## config.mk

```make
export PLATFORM = sky130hd
export DESIGN_NAME = nn_input_sequencer_flat
export DESIGN_NICKNAME = d
export VERILOG_FILES = /design/src/rtl/nn_input_sequencer_if.sv /design/src/rtl/nn_input_sequencer.sv /design/src/flat_wrapper.sv
export SDC_FILE = /design/constraint.sdc
export NUM_CORES = 1
export LEC_CHECK = 0
export ABC_AREA = 1
export CAP_MARGIN = 10
export CORE_AREA = 2 2 39 41
export DETAILED_ROUTE_END_ITERATION = 10
export DIE_AREA = 0 0 41 43
export DONT_BUFFER_PORTS = 1
export PLACE_DENSITY_LB_ADDON = 0.3
export SLEW_MARGIN = 20
export SYNTH_ARGS = -nofsm -noshare
export SYNTH_HDL_FRONTEND = slang
export SYNTH_SLANG_ARGS = --single-unit
```

## constraint.sdc

```tcl
create_clock -name clk -period 1.8 [get_ports clk]
set_clock_uncertainty 0.15 [all_clocks]
set_input_delay 0.54 -clock clk [delete_from_list [all_inputs] [get_ports clk]]
set_output_delay 0.54 -clock clk [all_outputs]
set_load 0.03 [all_outputs]
```

## src/rtl/nn_input_sequencer_if.sv

```systemverilog
// nn_input_sequencer_if: stream, shift-register control and result handshake bundle for the input sequencer
interface nn_input_sequencer_if #(
  parameter int DATA_W = 8,
  parameter int LW     = 2
);
  logic              start;
  logic              in_valid;
  logic [DATA_W-1:0] in_data;
  logic              in_ready;
  logic [DATA_W-1:0] sr_data_in;
  logic [1:0]        selector;
  logic              neuron_en;
  logic [LW-1:0]     layer_idx;
  logic              result_valid;
  logic              result_ready;
  logic              busy;
  modport slave (
    input  start, in_valid, in_data, result_ready,
    output in_ready, sr_data_in, selector, neuron_en, layer_idx, result_valid, busy
  );
  modport master (
    output start, in_valid, in_data, result_ready,
    input  in_ready, sr_data_in, selector, neuron_en, layer_idx, result_valid, busy
  );
endinterface

```

## src/rtl/nn_input_sequencer.sv

```systemverilog
// nn_input_sequencer: loads N_INPUTS bytes into the neuron shift register, then sequences compute/feedback per layer
module nn_input_sequencer #(
  parameter int DATA_W         = 8,
  parameter int N_INPUTS       = 4,
  parameter int COMPUTE_CYCLES = 3,
  parameter int NUM_LAYERS     = 2
) (
  input logic                clk,
  input logic                rstn,
  nn_input_sequencer_if.slave bus
);
  localparam int LW = $clog2(NUM_LAYERS) + 1;
  localparam int BW = $clog2(N_INPUTS + 1);
  localparam int CW = $clog2(COMPUTE_CYCLES + 1);
  typedef enum logic [2:0] {IDLE, LOAD, COMPUTE, FEEDBACK, DONE} state_t;
  state_t        state_q, state_d;
  logic [BW-1:0] byte_q, byte_d;
  logic [CW-1:0] cyc_q, cyc_d;
  logic [LW-1:0] layer_q, layer_d;
  logic          last_byte, last_cyc, last_layer;
  always_ff @(posedge clk or posedge rstn) begin
    if (rstn) begin
      state_q <= IDLE;
      byte_q  <= '0;
      cyc_q   <= '0;
      layer_q <= '0;
    end else begin
      state_q <= state_d;
      byte_q  <= byte_d;
      cyc_q   <= cyc_d;
      layer_q <= layer_d;
    end
  end
  assign last_byte  = byte_q == BW'(N_INPUTS - 1);
  assign last_cyc   = cyc_q == CW'(COMPUTE_CYCLES - 1);
  assign last_layer = layer_q == LW'(NUM_LAYERS - 1);
  always_comb begin
    state_d = state_q;
    byte_d  = byte_q;
    cyc_d   = cyc_q;
    layer_d = layer_q;
    case (state_q)
      IDLE: if (bus.start) begin
        state_d = LOAD;
        byte_d  = '0;
      end
      LOAD: if (bus.in_valid) begin
        byte_d = byte_q + BW'(1);
        if (last_byte) begin
          state_d = COMPUTE;
          cyc_d   = '0;
          layer_d = '0;
        end
      end
      COMPUTE: begin
        cyc_d   = last_cyc ? cyc_q : cyc_q + CW'(1);
        state_d = !last_cyc ? COMPUTE : last_layer ? DONE : FEEDBACK;
      end
      FEEDBACK: begin
        state_d = COMPUTE;
        layer_d = layer_q + LW'(1);
        cyc_d   = '0;
      end
      DONE: state_d = bus.result_ready ? IDLE : DONE;
      default: state_d = IDLE;
    endcase
  end
  // A shift is issued only on an accepted beat so gaps leave the register untouched
  assign bus.selector     = state_q == FEEDBACK ? 2'b10 : (state_q == LOAD && bus.in_valid) ? 2'b00 : 2'b01;
  assign bus.in_ready     = state_q == LOAD;
  assign bus.neuron_en    = state_q == COMPUTE;
  assign bus.result_valid = state_q == DONE;
  assign bus.busy         = state_q != IDLE;
  assign bus.layer_idx    = layer_q;
  assign bus.sr_data_in   = bus.in_data;
  a_sel_legal: assert property (@(posedge clk) disable iff (rstn) bus.selector != 2'b11);
  a_rv_hold: assert property (@(posedge clk) disable iff (rstn) bus.result_valid && !bus.result_ready |=> bus.result_valid);
endmodule

```

## src/flat_wrapper.sv

```systemverilog
// flat-port wrapper written by rule: the top's interface ports become plain ports
module nn_input_sequencer_flat 
#(
  parameter int DATA_W         = 8,
  parameter int N_INPUTS       = 4,
  parameter int COMPUTE_CYCLES = 3,
  parameter int NUM_LAYERS     = 2
)
  (clk, rstn, bus_start, bus_in_valid, bus_in_data, bus_result_ready, bus_in_ready, bus_sr_data_in, bus_selector, bus_neuron_en, bus_layer_idx, bus_result_valid, bus_busy);
  nn_input_sequencer_if #(.DATA_W(DATA_W), .LW(2)) bus_i ();
  input logic clk;
  input logic rstn;
  input wire logic [$bits(bus_i.start)-1:0] bus_start;
  input wire logic [$bits(bus_i.in_valid)-1:0] bus_in_valid;
  input wire logic [$bits(bus_i.in_data)-1:0] bus_in_data;
  input wire logic [$bits(bus_i.result_ready)-1:0] bus_result_ready;
  output wire logic [$bits(bus_i.in_ready)-1:0] bus_in_ready;
  output wire logic [$bits(bus_i.sr_data_in)-1:0] bus_sr_data_in;
  output wire logic [$bits(bus_i.selector)-1:0] bus_selector;
  output wire logic [$bits(bus_i.neuron_en)-1:0] bus_neuron_en;
  output wire logic [$bits(bus_i.layer_idx)-1:0] bus_layer_idx;
  output wire logic [$bits(bus_i.result_valid)-1:0] bus_result_valid;
  output wire logic [$bits(bus_i.busy)-1:0] bus_busy;
  assign bus_i.start = bus_start;
  assign bus_i.in_valid = bus_in_valid;
  assign bus_i.in_data = bus_in_data;
  assign bus_i.result_ready = bus_result_ready;
  assign bus_in_ready = bus_i.in_ready;
  assign bus_sr_data_in = bus_i.sr_data_in;
  assign bus_selector = bus_i.selector;
  assign bus_neuron_en = bus_i.neuron_en;
  assign bus_layer_idx = bus_i.layer_idx;
  assign bus_result_valid = bus_i.result_valid;
  assign bus_busy = bus_i.busy;
  nn_input_sequencer #(.DATA_W(DATA_W), .N_INPUTS(N_INPUTS), .COMPUTE_CYCLES(COMPUTE_CYCLES), .NUM_LAYERS(NUM_LAYERS)) u_core (.clk(clk), .rstn(rstn), .bus(bus_i));
endmodule
```

==> impl_results.md <==
- Status: complete, but fails checks
- Violated checks: negative setup slack
- Clock tree from TritonCTS: done
- Overall routing resource usage: 0.212
- Filler Cells Inserted: 130
- Worst slack on hold paths: around 210 ps
- Largest delay share family, worst path: flip-flops
- Number of DRC markers in iteration 0: 8
- Syn Std Cell Area: around 650 um2
- Max-Cap Viols: 0
- Commonest cells after routing, fill and taps aside: 21 x sky130_fd_sc_hd__nand2_1, 11 x sky130_fd_sc_hd__nand3_1, 9 x sky130_fd_sc_hd__inv_1
- Number of buffers added by the clock tree synthesis step: 3
- Setup-failing EPs final: 6
- DRC: 0
- Number of hold violations in the final report: 0
- Number of H-tree branching levels: 1
- Buffers from clock root to sink, at most: 2
- Layout cells sized above 1: 0.286
- Clock Sink Count: 10
- Final core utilization: 0.539
- Final worst setup slack: -128 ps
- Core outline area: ~0.0014 mm2
- Maximum fanout along the worst path: 5
- Rel. slew slack: 0.735
- Unrepaired setup endpoints after global routing: yes
- Via count normalized by instance count: ~5.2
- Final weighted congestion of routability-driven global placement: approximately 0.75
- Antenna diode count: 0
- Top Ports: 29
- Wire length of the first global-routing pass: approximately 2500 um
- Net total in the final layout: 109
- Chip height: about 43 um
- Num rows: 14
- Pin slew with the least headroom to its limit: between 300 and 400 ps
- Max Clock Freq: around 0.52 GHz
- Post-route antenna net violation count: 0
- #FFs+latches synth: 10
- Dpl hpwl: approximately 940 um
- Largest net degree at the start of global routing: 11
- Startpoint type of the worst setup path: flop
- Total gr overflow: 0
- Average footprint of a synthesized cell: approximately 7.4 um2
- Cell Pwr Density: ~1900 mW/mm2
- Chip Width: about 41 um
- Most common cell after layout, fill and taps aside: sky130_fd_sc_hd__nand2_1
- Count of distinct cell types in the synthesized netlist: 15
- Classification of the worst setup path: flop to output pin
- IR drop worst, VDD: 0.000766 V
- Routed wire length: between 1000 and 1500 um
- Post-layout total power: approximately 1400 uW
- Routed wire length per instance: approximately 14 um
- Input/output buffers: 0
- Starting Density: 0.468
- Total vias in the final route: between 500 and 600
- R2R depth: 7
- Sequential area share after synthesis: 0.386
- Cell at the slowest stage of the critical path: sky130_fd_sc_hd__dfrtp_2
- Initial antenna violation count: 0
- Number of optimization iterations in the first detailed-route pass: 4
- Area added between synthesis and finish: 15.1%
- Root Buffer Master: sky130_fd_sc_hd__clkbuf_4
- Critical path data required time: ~1100 ps
- Crit. End Element: output pin
- Post-route minimum period: 1930 ps
- Tcrit/Tclk final: 1.07
- Worst Path Arrival: ~1200 ps
- Warnings from Yosys: 0
- Max-slew violations: 0
- Number of buffer and inverter stages on the critical path: 1
- Leak: around 0.00040 uW
- Later-pin clock latency in the skew report: a little under 300 ps
- Die area: approximately 0.0018 mm2
- Worst hold path stage count: 1
- Vias in the first global route: between 500 and 600
- Clock-pin slew on the worst setup and hold paths: around 80 ps
- Path class of the lowest-slack min-delay path: input port to flop
- Delay of the slowest cell on the worst path: roughly 470 ps
- Final TNS setup: -419 ps
- Number of cells produced by synthesis: 88
- WP depth: 2
- Series of cell instances along the critical path: nor3_4, buf_6
- Number of nets produced by synthesis: about 110
[power breakdown]
| group | total [uW] | switching [uW] | internal [uW] |
|---|---|---|---|
| Sequential | 446 | 133 | 313 |
| Combinational | 744 | 485 | 259 |
| Clock | 218 | 94.9 | 123 |
| Total | 1410 | 713 | 695 |
[final timing paths]
kind | end | start | slack [ps]
worst max-delay path | bus_selector[1] | u_core.state_q[2] | -130
worst min-delay path | u_core.state_q[2] | bus_result_ready | 210
worst max register to register | u_core.cyc_q[0] | u_core.byte_q[0] | 280
worst min register to register | u_core.cyc_q[1] | u_core.cyc_q[1] | 350
max in group asynchronous | u_core.state_q[0] | rstn | 680
min in group asynchronous | u_core.cyc_q[1] | rstn | 520
[synthesized netlist by cell type]
master,number,area share
sky130_fd_sc_hd__dfrtp_1,10,0.39
sky130_fd_sc_hd__buf_4,8,0.093
sky130_fd_sc_hd__o21ai_0,2,0.015
sky130_fd_sc_hd__inv_1,16,0.093
sky130_fd_sc_hd__nand3_1,11,0.085
sky130_fd_sc_hd__a21oi_1,1,0.0077
sky130_fd_sc_hd__nand2_1,22,0.13
sky130_fd_sc_hd__or2_0,1,0.0097
sky130_fd_sc_hd__nand3_2,1,0.015
sky130_fd_sc_hd__nor2_2,1,0.0097
sky130_fd_sc_hd__nor3_2,1,0.015
sky130_fd_sc_hd__ha_1,4,0.077
sky130_fd_sc_hd__o22ai_1,1,0.0097
sky130_fd_sc_hd__a31oi_1,1,0.0097
sky130_fd_sc_hd__nor2_1,8,0.046
[state kept, by name (all words and copies together) (netlist names)]
name,count
u_core.bus.layer_idx,2
u_core.state_q,3
u_core.byte_q,3
u_core.cyc_q,2
[cells by family (layout without fill, tap and decap cells)]
kind of cell    after synthesis  after routing  synth area share
simple gates                 45             45             0.309
flops                        10             10             0.386
fa+ha+maj                     4              4            0.0772
compound gates                5              5            0.0425
buf+inv                      24             27             0.185
[stage by stage]
stage	instances	setup slack, ps	instance area, um2
after CTS	106	-112	736
final	107	-128	746
after detailed placement	98	82.3	632
after global placement	98	101	632
after global routing	107	-143	746
after floorplan	88	21.7	657
[metal layers]
| layer | vias to the layer above | global-route usage | wire length [um] |
|---|---|---|---|
| met4 | 0 | 0.120 | 56 |
| met2 | 24 | 0.350 | 775 |
| li1 | 272 | - | - |
| met1 | 256 | 0.215 | 564 |
| met5 | - | 0 | 0 |
| met3 | 8 | 0.0733 | 78 |
[what timing repair did]
item | CTS | global route
endpoints found under the setup margin | 6 | 6
resized for setup | 18 | 1
setup buffers | 3 | 1
pin swaps | 2 | 1
hold buffers | 1 | 0
endpoints found under the hold margin | 10 | 0
[final cells by class]
type                    count  area (um2)  share of cell area
clock buffers               4        36.3              0.0487
inverters                  16        67.6              0.0906
flip-flops and latches     10         254               0.341
well taps                  16        20.0              0.0268
multi-input cells          54         309               0.414
repair buffers              7        58.8              0.0789
(Power assumes the default switching activity.)
